<file path="src/rtl/hsst2ad_pkg.sv">
// hsst2ad_pkg
//   Shared definitions for the hsst2ad frame unpacker: sync header bytes,
//   the byte-level FSM state type and the sample record carried through
//   the skid buffer.
//   No ports (package).

package hsst2ad_pkg;

  localparam int DATA_W = 8;

  localparam logic [DATA_W-1:0] SYNC0 = 8'hEB;
  localparam logic [DATA_W-1:0] SYNC1 = 8'h90;

  typedef enum logic [2:0] {
    HUNT0,
    HUNT1,
    LEN,
    HI,
    LO,
    CSUM
  } state_t;

  typedef struct packed {
    logic        last;
    logic [15:0] data;
  } sample_t;

endpackage

</file>
<file path="src/rtl/hsst2ad_skid2.sv">
// hsst2ad_skid2
//   Two-entry valid/ready buffer for {last, data} samples. Entries leave in
//   push order. The occupancy is exported so the producer can gate reads
//   that would otherwise overrun the buffer.
// Ports
//   clk          in   clock
//   tb_rst       in   async reset, active-high
//   push_i       in   write a new entry this cycle
//   pushData_i   in   entry to write
//   outReady_i   in   downstream accept
//   outValid_o   out  head entry is valid
//   outData_o    out  head entry
//   occ_o        out  number of stored entries (0..2)

import hsst2ad_pkg::*;

module hsst2ad_skid2 (
  input  logic       clk,
  input  logic       tb_rst,
  input  logic       push_i,
  input  sample_t    pushData_i,
  input  logic       outReady_i,
  output logic       outValid_o,
  output sample_t    outData_o,
  output logic [1:0] occ_o
);

  sample_t    mem_q [2];
  logic       wrPtr_q;
  logic       rdPtr_q;
  logic [1:0] count_q;
  logic [1:0] count_d;
  logic       pop;
  logic       pushOk;

  assign pop        = (count_q != 2'd0) && outReady_i;
  // A push into a full buffer is still legal when the head leaves in the
  // same cycle, because the pop frees the slot being written.
  assign pushOk     = push_i && ((count_q != 2'd2) || pop);
  assign outValid_o = (count_q != 2'd0);
  assign outData_o  = mem_q[rdPtr_q];
  assign occ_o      = count_q;

  always_comb begin
    count_d = count_q;
    case ({pushOk, pop})
      2'b10:   count_d = count_q + 2'd1;
      2'b01:   count_d = count_q - 2'd1;
      default: count_d = count_q;
    endcase
  end

  always_ff @(posedge clk or posedge tb_rst) begin
    if (tb_rst) begin
      mem_q[0] <= '0;
      mem_q[1] <= '0;
      wrPtr_q  <= 1'b0;
      rdPtr_q  <= 1'b0;
      count_q  <= 2'd0;
    end else begin
      if (pushOk) begin
        mem_q[wrPtr_q] <= pushData_i;
        wrPtr_q        <= ~wrPtr_q;
      end
      if (pop) begin
        rdPtr_q <= ~rdPtr_q;
      end
      count_q <= count_d;
    end
  end

endmodule

</file>
<file path="src/rtl/hsst2ad_frame_unpack.sv">
// hsst2ad_frame_unpack
//   Drains bytes from the hsst2ad 8-bit async FIFO read port, hunts for the
//   EB 90 sync header, unpacks LEN big-endian 16-bit samples onto a
//   valid/ready stream and checks the trailing XOR checksum. Samples are
//   forwarded before the checksum is known; a bad checksum only raises
//   frame_err and bumps err_cnt.
// Ports
//   clk           in   FIFO read clock, single clock domain
//   tb_rst        in   async reset, active-high
//   fifo_rd_en    out  FIFO read strobe
//   fifo_rd_data  in   FIFO byte, valid the cycle after an accepted read
//   fifo_empty    in   FIFO rd_empty
//   s_data        out  sample {hi_byte, lo_byte}
//   s_valid       out  sample valid
//   s_last        out  last sample of a frame
//   s_ready       in   downstream accept
//   frame_ok      out  1-cycle pulse, checksum matched
//   frame_err     out  1-cycle pulse, checksum mismatch or LEN==0
//   ok_cnt        out  good frames, wraps
//   err_cnt       out  bad frames, saturates at all-ones

import hsst2ad_pkg::*;

module hsst2ad_frame_unpack #(
  parameter int CNT_W = 16
) (
  input  logic              clk,
  input  logic              tb_rst,
  output logic              fifo_rd_en,
  input  logic [DATA_W-1:0] fifo_rd_data,
  input  logic              fifo_empty,
  output logic [15:0]       s_data,
  output logic              s_valid,
  output logic              s_last,
  input  logic              s_ready,
  output logic              frame_ok,
  output logic              frame_err,
  output logic [CNT_W-1:0]  ok_cnt,
  output logic [CNT_W-1:0]  err_cnt
);

  state_t            state_q, state_d;
  logic [7:0]        rem_q, rem_d;
  logic [7:0]        xor_q, xor_d;
  logic [7:0]        hi_q, hi_d;
  logic              rdVld_q;
  logic              pendLo_q;
  logic              frameOk_q, frameOk_d;
  logic              frameErr_q, frameErr_d;
  logic [CNT_W-1:0]  okCnt_q, errCnt_q;
  logic              push;
  sample_t           pushData;
  sample_t           skidOut;
  logic [1:0]        occ;
  logic              credit;
  logic              rdEn;

  // Byte FSM: exactly one transition per landed byte, otherwise hold.
  always_comb begin
    state_d       = state_q;
    rem_d         = rem_q;
    xor_d         = xor_q;
    hi_d          = hi_q;
    push          = 1'b0;
    pushData.last = (rem_q == 8'd1);
    pushData.data = {hi_q, fifo_rd_data};
    frameOk_d     = 1'b0;
    frameErr_d    = 1'b0;
    if (rdVld_q) begin
      case (state_q)
        HUNT0: begin
          if (fifo_rd_data == SYNC0) state_d = HUNT1;
        end
        HUNT1: begin
          if (fifo_rd_data == SYNC1)      state_d = LEN;
          else if (fifo_rd_data != SYNC0) state_d = HUNT0;
        end
        LEN: begin
          if (fifo_rd_data == 8'd0) begin
            frameErr_d = 1'b1;
            state_d    = HUNT0;
          end else begin
            rem_d   = fifo_rd_data;
            xor_d   = 8'd0;
            state_d = HI;
          end
        end
        HI: begin
          hi_d    = fifo_rd_data;
          xor_d   = xor_q ^ fifo_rd_data;
          state_d = LO;
        end
        LO: begin
          push    = 1'b1;
          xor_d   = xor_q ^ fifo_rd_data;
          rem_d   = rem_q - 8'd1;
          state_d = (rem_q == 8'd1) ? CSUM : HI;
        end
        CSUM: begin
          if (fifo_rd_data == xor_q) frameOk_d  = 1'b1;
          else                       frameErr_d = 1'b1;
          state_d = HUNT0;
        end
        default: state_d = HUNT0;
      endcase
    end
  end

  // A read issued now lands while the FSM sits in state_d, so state_d tells
  // whether this read will complete a sample. Only those reads need a free
  // skid slot; at most one read is ever in flight, tracked by pendLo_q.
  assign credit     = (occ == 2'd0) || ((occ == 2'd1) && !pendLo_q);
  assign rdEn       = !tb_rst && !fifo_empty && ((state_d != LO) || credit);
  assign fifo_rd_en = rdEn;

  always_ff @(posedge clk or posedge tb_rst) begin
    if (tb_rst) begin
      state_q    <= HUNT0;
      rem_q      <= 8'd0;
      xor_q      <= 8'd0;
      hi_q       <= 8'd0;
      rdVld_q    <= 1'b0;
      pendLo_q   <= 1'b0;
      frameOk_q  <= 1'b0;
      frameErr_q <= 1'b0;
      okCnt_q    <= '0;
      errCnt_q   <= '0;
    end else begin
      state_q    <= state_d;
      rem_q      <= rem_d;
      xor_q      <= xor_d;
      hi_q       <= hi_d;
      rdVld_q    <= rdEn;
      pendLo_q   <= rdEn && (state_d == LO);
      frameOk_q  <= frameOk_d;
      frameErr_q <= frameErr_d;
      if (frameOk_d) begin
        okCnt_q <= okCnt_q + CNT_W'(1);
      end
      if (frameErr_d && (errCnt_q != '1)) begin
        errCnt_q <= errCnt_q + CNT_W'(1);
      end
    end
  end

  hsst2ad_skid2 u_skid (
    .clk        (clk),
    .tb_rst     (tb_rst),
    .push_i     (push),
    .pushData_i (pushData),
    .outReady_i (s_ready),
    .outValid_o (s_valid),
    .outData_o  (skidOut),
    .occ_o      (occ)
  );

  assign s_data    = skidOut.data;
  assign s_last    = skidOut.last;
  assign frame_ok  = frameOk_q;
  assign frame_err = frameErr_q;
  assign ok_cnt    = okCnt_q;
  assign err_cnt   = errCnt_q;

endmodule

</file>
<file path="config.mk">
export PLATFORM = sky130hd
export DESIGN_NAME = hsst2ad_frame_unpack
export DESIGN_NICKNAME = d
export VERILOG_FILES = /design/src/rtl/hsst2ad_pkg.sv /design/src/rtl/hsst2ad_skid2.sv /design/src/rtl/hsst2ad_frame_unpack.sv
export SDC_FILE = /design/constraint.sdc
export NUM_CORES = 1
export LEC_CHECK = 0
export BUFFER_PORTS_ARGS = -buffer_cell sky130_fd_sc_hd__buf_2
export CORE_ASPECT_RATIO = 1.5
export CORE_MARGIN = 8
export CORE_UTILIZATION = 40
export CTS_BUF_LIST = sky130_fd_sc_hd__clkbuf_16
export DETAILED_ROUTE_END_ITERATION = 16
export PLACE_DENSITY = 0.67
export SLEW_MARGIN = 20
export SYNTH_ARGS = -nofsm -noshare
export SYNTH_HDL_FRONTEND = slang
export SYNTH_SLANG_ARGS = --single-unit
</file>
<file path="constraint.sdc">
create_clock -name clk -period 7.8 [get_ports clk]
set_input_delay 1.56 -clock clk [delete_from_list [all_inputs] [get_ports clk]]
set_output_delay 1.56 -clock clk [all_outputs]
set_load 0.005 [all_outputs]
</file>
==> results.txt <==
- The pre-antenna-repair detailed-routing pass consisted of 4 iterations.
* Worst-path maximum fanout: 10
- Library cell used as clock root buffer: sky130_fd_sc_hd__clkbuf_16
* Terminating pin of the worst hold path: ok_cnt[15]$_DFFE_PP0P_
- M1 WL: between 4 and 5 mm
- Placement row count: 50
- The worst pin sits at a relative slew slack of 0.4300.
- Status: completed
- Across the run, the number of max-cap violations was 0.
* Tmin final: 4740 ps
* Post-CTS sizing: 0
* Starting Density: 0.4031
- Synthesized area: about 5000 µm²
- Global routing usage summed across all routing layers: 0.1347
* Number of post-CTS setup repair buffers: 0
- R2r setup slk: about 5400 ps
* Pwr dens: 197.9 nW/µm²
* Number of max-slew violations in the final report: 0
- The routed layout has around 3300 vias.
* Highest Signal Layer: met4
* Utilization of the core after routing: 0.4588
* Maximum clock frequency: 211.0 MHz
- Final routed wire length divided by cell count: ~17 µm
- IR analysis of the VDD net gives a maximum drop of roughly 0.13 mV.
* DR WL met2: between 5 and 6 mm
* Post-CTS Hold Fix Bufs: 0
- Reg-to-Reg End: u_skid.mem_q[31]$_DFFE_PP0P_
- Total negative slack: 0 ps
* Fraction of registers with async set/reset: 1.000
* CTS tree: built
- TritonCTS created 9 clock buffers.
* Worst r2r path cells: 7
- Number of global-route vias before repair: around 3400
* Insertion delay to the later sink of the worst-skew pair: 340 ps
* Die footprint: 16320 µm²
- Ports placed on the boundary: 65
* Crit. End Element: output pin
* Post-synthesis cell type count: between 50 and 60
- After synthesis the netlist holds a flip-flop and latch count of slightly above 100.
- Leaving out fill and tap cells, the most frequent cell in the layout is sky130_fd_sc_hd__dfrtp_1.
- Total length of routed wires: between 10 and 15 mm
* Most used flip-flop cell after synthesis: sky130_fd_sc_hd__dfrtp_1
- Layout Skew: ~8.4 ps
- Number of warning messages in the yosys log: 0
- Maximum clock path buffer count: 2
- For the worst setup path, the data arrival time is between 3000 and 4000 ps.
- 0 antenna diodes ended up in the layout.
- Summed over all cells, the static leakage comes to around 2.8 nW.
- In this run the worst hold path is classified as register to register.
- DIE HEIGHT: approximately 150 µm
* Gate count of the mapped netlist: 418
- After the first detailed-routing iteration, the DRC count stood at 182.
- Total core area: roughly 12000 µm²
* Setup violation total in the final timing report: 0
- At the pin with the least slew margin, the transition time is ~850 ps.
* Detailed placer's ending HPWL: just under 8 mm
* Type of the worst setup path: primary input to output pin
- Length of routed met3 wiring: roughly 260 µm
- The number of antenna violations at the first check in global routing came to 0.
* Data required, critical path: around 6200 ps
* Growth of design area from synthesis to finish: 13.80%
- The first global-routing pass estimated between 15 and 20 mm of wire.
* Number of flops mapped to enable cells by yosys: 0
- A synthesized cell averages approximately 12 µm².
* Remaining number of nets flagged by the antenna check after routing: 0
* Setup repair after global routing missed its margin: false
- Final Hold Violating Endpoints: 0
- Clock tree synthesis found a total of ~100 sinks.
* Overall power consumption: approximately 1.1 mW
- Global routing finished with a remaining overflow of 0.
- The top cell types in the final layout, fill and taps aside, are sky130_fd_sc_hd__dfrtp_1 (101), sky130_fd_sc_hd__buf_2 (64), sky130_fd_sc_hd__mux2_2 (41), sky130_fd_sc_hd__xnor2_1 (31), sky130_fd_sc_hd__nand2_1 (23).
- Entering global routing, the biggest net connects 81 pins.
- Number of cells on the worst hold path: 1
* Detailed-route DRC error count: 0
* Count of input and output buffers: 64
* Horizontal extent of the die: between 100 and 150 µm
- The worst setup path is launched from a primary input.
- After the last flow step, the layout net total stands at a little under 500.
- Portion of the post-synthesis area used by sequential elements: 0.5087
- Routability-driven placement finished with a final weighted congestion of roughly 0.87.
* Fill count: about 1100
- In this run the critical register-to-register path is launched from u_skid.occ_o[0]$_DFFE_PP0P_.
- The worst hold path begins at ok_cnt[15]$_DFFE_PP0P_.
* Syn nets: between 400 and 500
* Final worst-path cycle share: 0.6077
- After clock tree synthesis, the clock-pin slew on the worst setup and hold paths is about 70 ps.
- Number of levels in the clock H-tree: 3
- Fraction of layout cells with a size suffix above 1: 0.2896
* Via density per instance: between 5 and 6
## cell usage after synthesis (10+ instances only)
cell type	n	share of area
sky130_fd_sc_hd__nand2_1	23	0.017
sky130_fd_sc_hd__nand3_1	14	0.014
sky130_fd_sc_hd__and3_1	12	0.015
sky130_fd_sc_hd__dfrtp_1	101	0.51
sky130_fd_sc_hd__xnor2_1	31	0.055
sky130_fd_sc_hd__nand4_1	14	0.018
sky130_fd_sc_hd__o21ai_0	22	0.022
sky130_fd_sc_hd__nor2_1	16	0.012
sky130_fd_sc_hd__mux2_2	41	0.093
sky130_fd_sc_hd__mux2_1	17	0.039
sky130_fd_sc_hd__a21oi_1	10	0.010
sky130_fd_sc_hd__inv_1	10	0.0076
## cell families (layout without fill, tap and decap cells)
logic type	Yosys count	after routing	synth area share
adders and majority gates	8	8	0.02015
AOI/OAI and AO/OA	57	57	0.07303
muxes	59	59	0.1335
xor gates and xnor gates	42	42	0.08008
buffers and inverters	30	92	0.03803
DFF	101	101	0.5087
and+or+nand+nor	121	121	0.1466
## per-stage QoR
stage	instances	hold WS, ps	worst slack (ps)	instance area (µm²)
6_report	636	481.2	3060	5654
5_1_grt	636	514.2	2808	5654
2_1_floorplan	418	449.7	3396	4969
3_3_place_gp	620	456.0	3107	5346
4_1_cts	636	486.6	3064	5650
3_5_place_dp	620	470.8	3061	5346
## worst max path at each step
stage | from | endpoint | cells after the start
after global placement | fifo_rd_data[1] | fifo_rd_en | 8
final | fifo_rd_data[1] | fifo_rd_en | 8
after global routing | fifo_rd_data[7] | fifo_rd_en | 8
after floorplan | fifo_rd_data[1] | fifo_rd_en | 7
after detailed placement | fifo_rd_data[1] | fifo_rd_en | 8
after CTS | fifo_rd_data[1] | fifo_rd_en | 8
## layout make-up
cell class	instances	area [µm²]	share of cell area
sequential	101	2527	0.4470
multi-input combinational	287	2252	0.3983
timing repair buffer	65	331.6	0.05864
clock buffer	9	225.2	0.03983
tap	156	195.2	0.03452
clock inverter	7	78.83	0.01394
inverter	11	43.79	0.007745
## flip-flops by register name, indices dropped and copies added (netlist names)
signal / cells
xor_q: 8
err_cnt: 16
rdVld_q: 1
rem_q: 8
frame_ok: 1
u_skid.occ_o: 2
u_skid.mem_q: 34
u_skid.wrPtr_q: 1
hi_q: 8
state_q: 3
pendLo_q: 1
u_skid.rdPtr_q: 1
ok_cnt: 16
frame_err: 1
## routing by layer
metal  global-route usage  up-vias
met5                    0        -
met4              0.03367        0
met3              0.02540        4
met2               0.2446       41
met1               0.1559     1685
li1                     -     1600
## where the power goes
group	leakage (nW)	internal (mW)	switching, mW
Clock	0.146	0.253	0.199
Sequential	1.35	0.536	0.0312
Combinational	1.30	0.0485	0.0505
Total	2.79	0.838	0.281
## worst max-delay path: stages
cell	delay [ps]
sky130_fd_sc_hd__buf_2	170
sky130_fd_sc_hd__or4_1	520
sky130_fd_sc_hd__nor2_1	100
sky130_fd_sc_hd__a22oi_1	100
sky130_fd_sc_hd__a21oi_1	160
sky130_fd_sc_hd__nor2_1	90
sky130_fd_sc_hd__a211oi_1	300
sky130_fd_sc_hd__buf_2	170
Note: power is estimated with default switching activity, not from simulation.
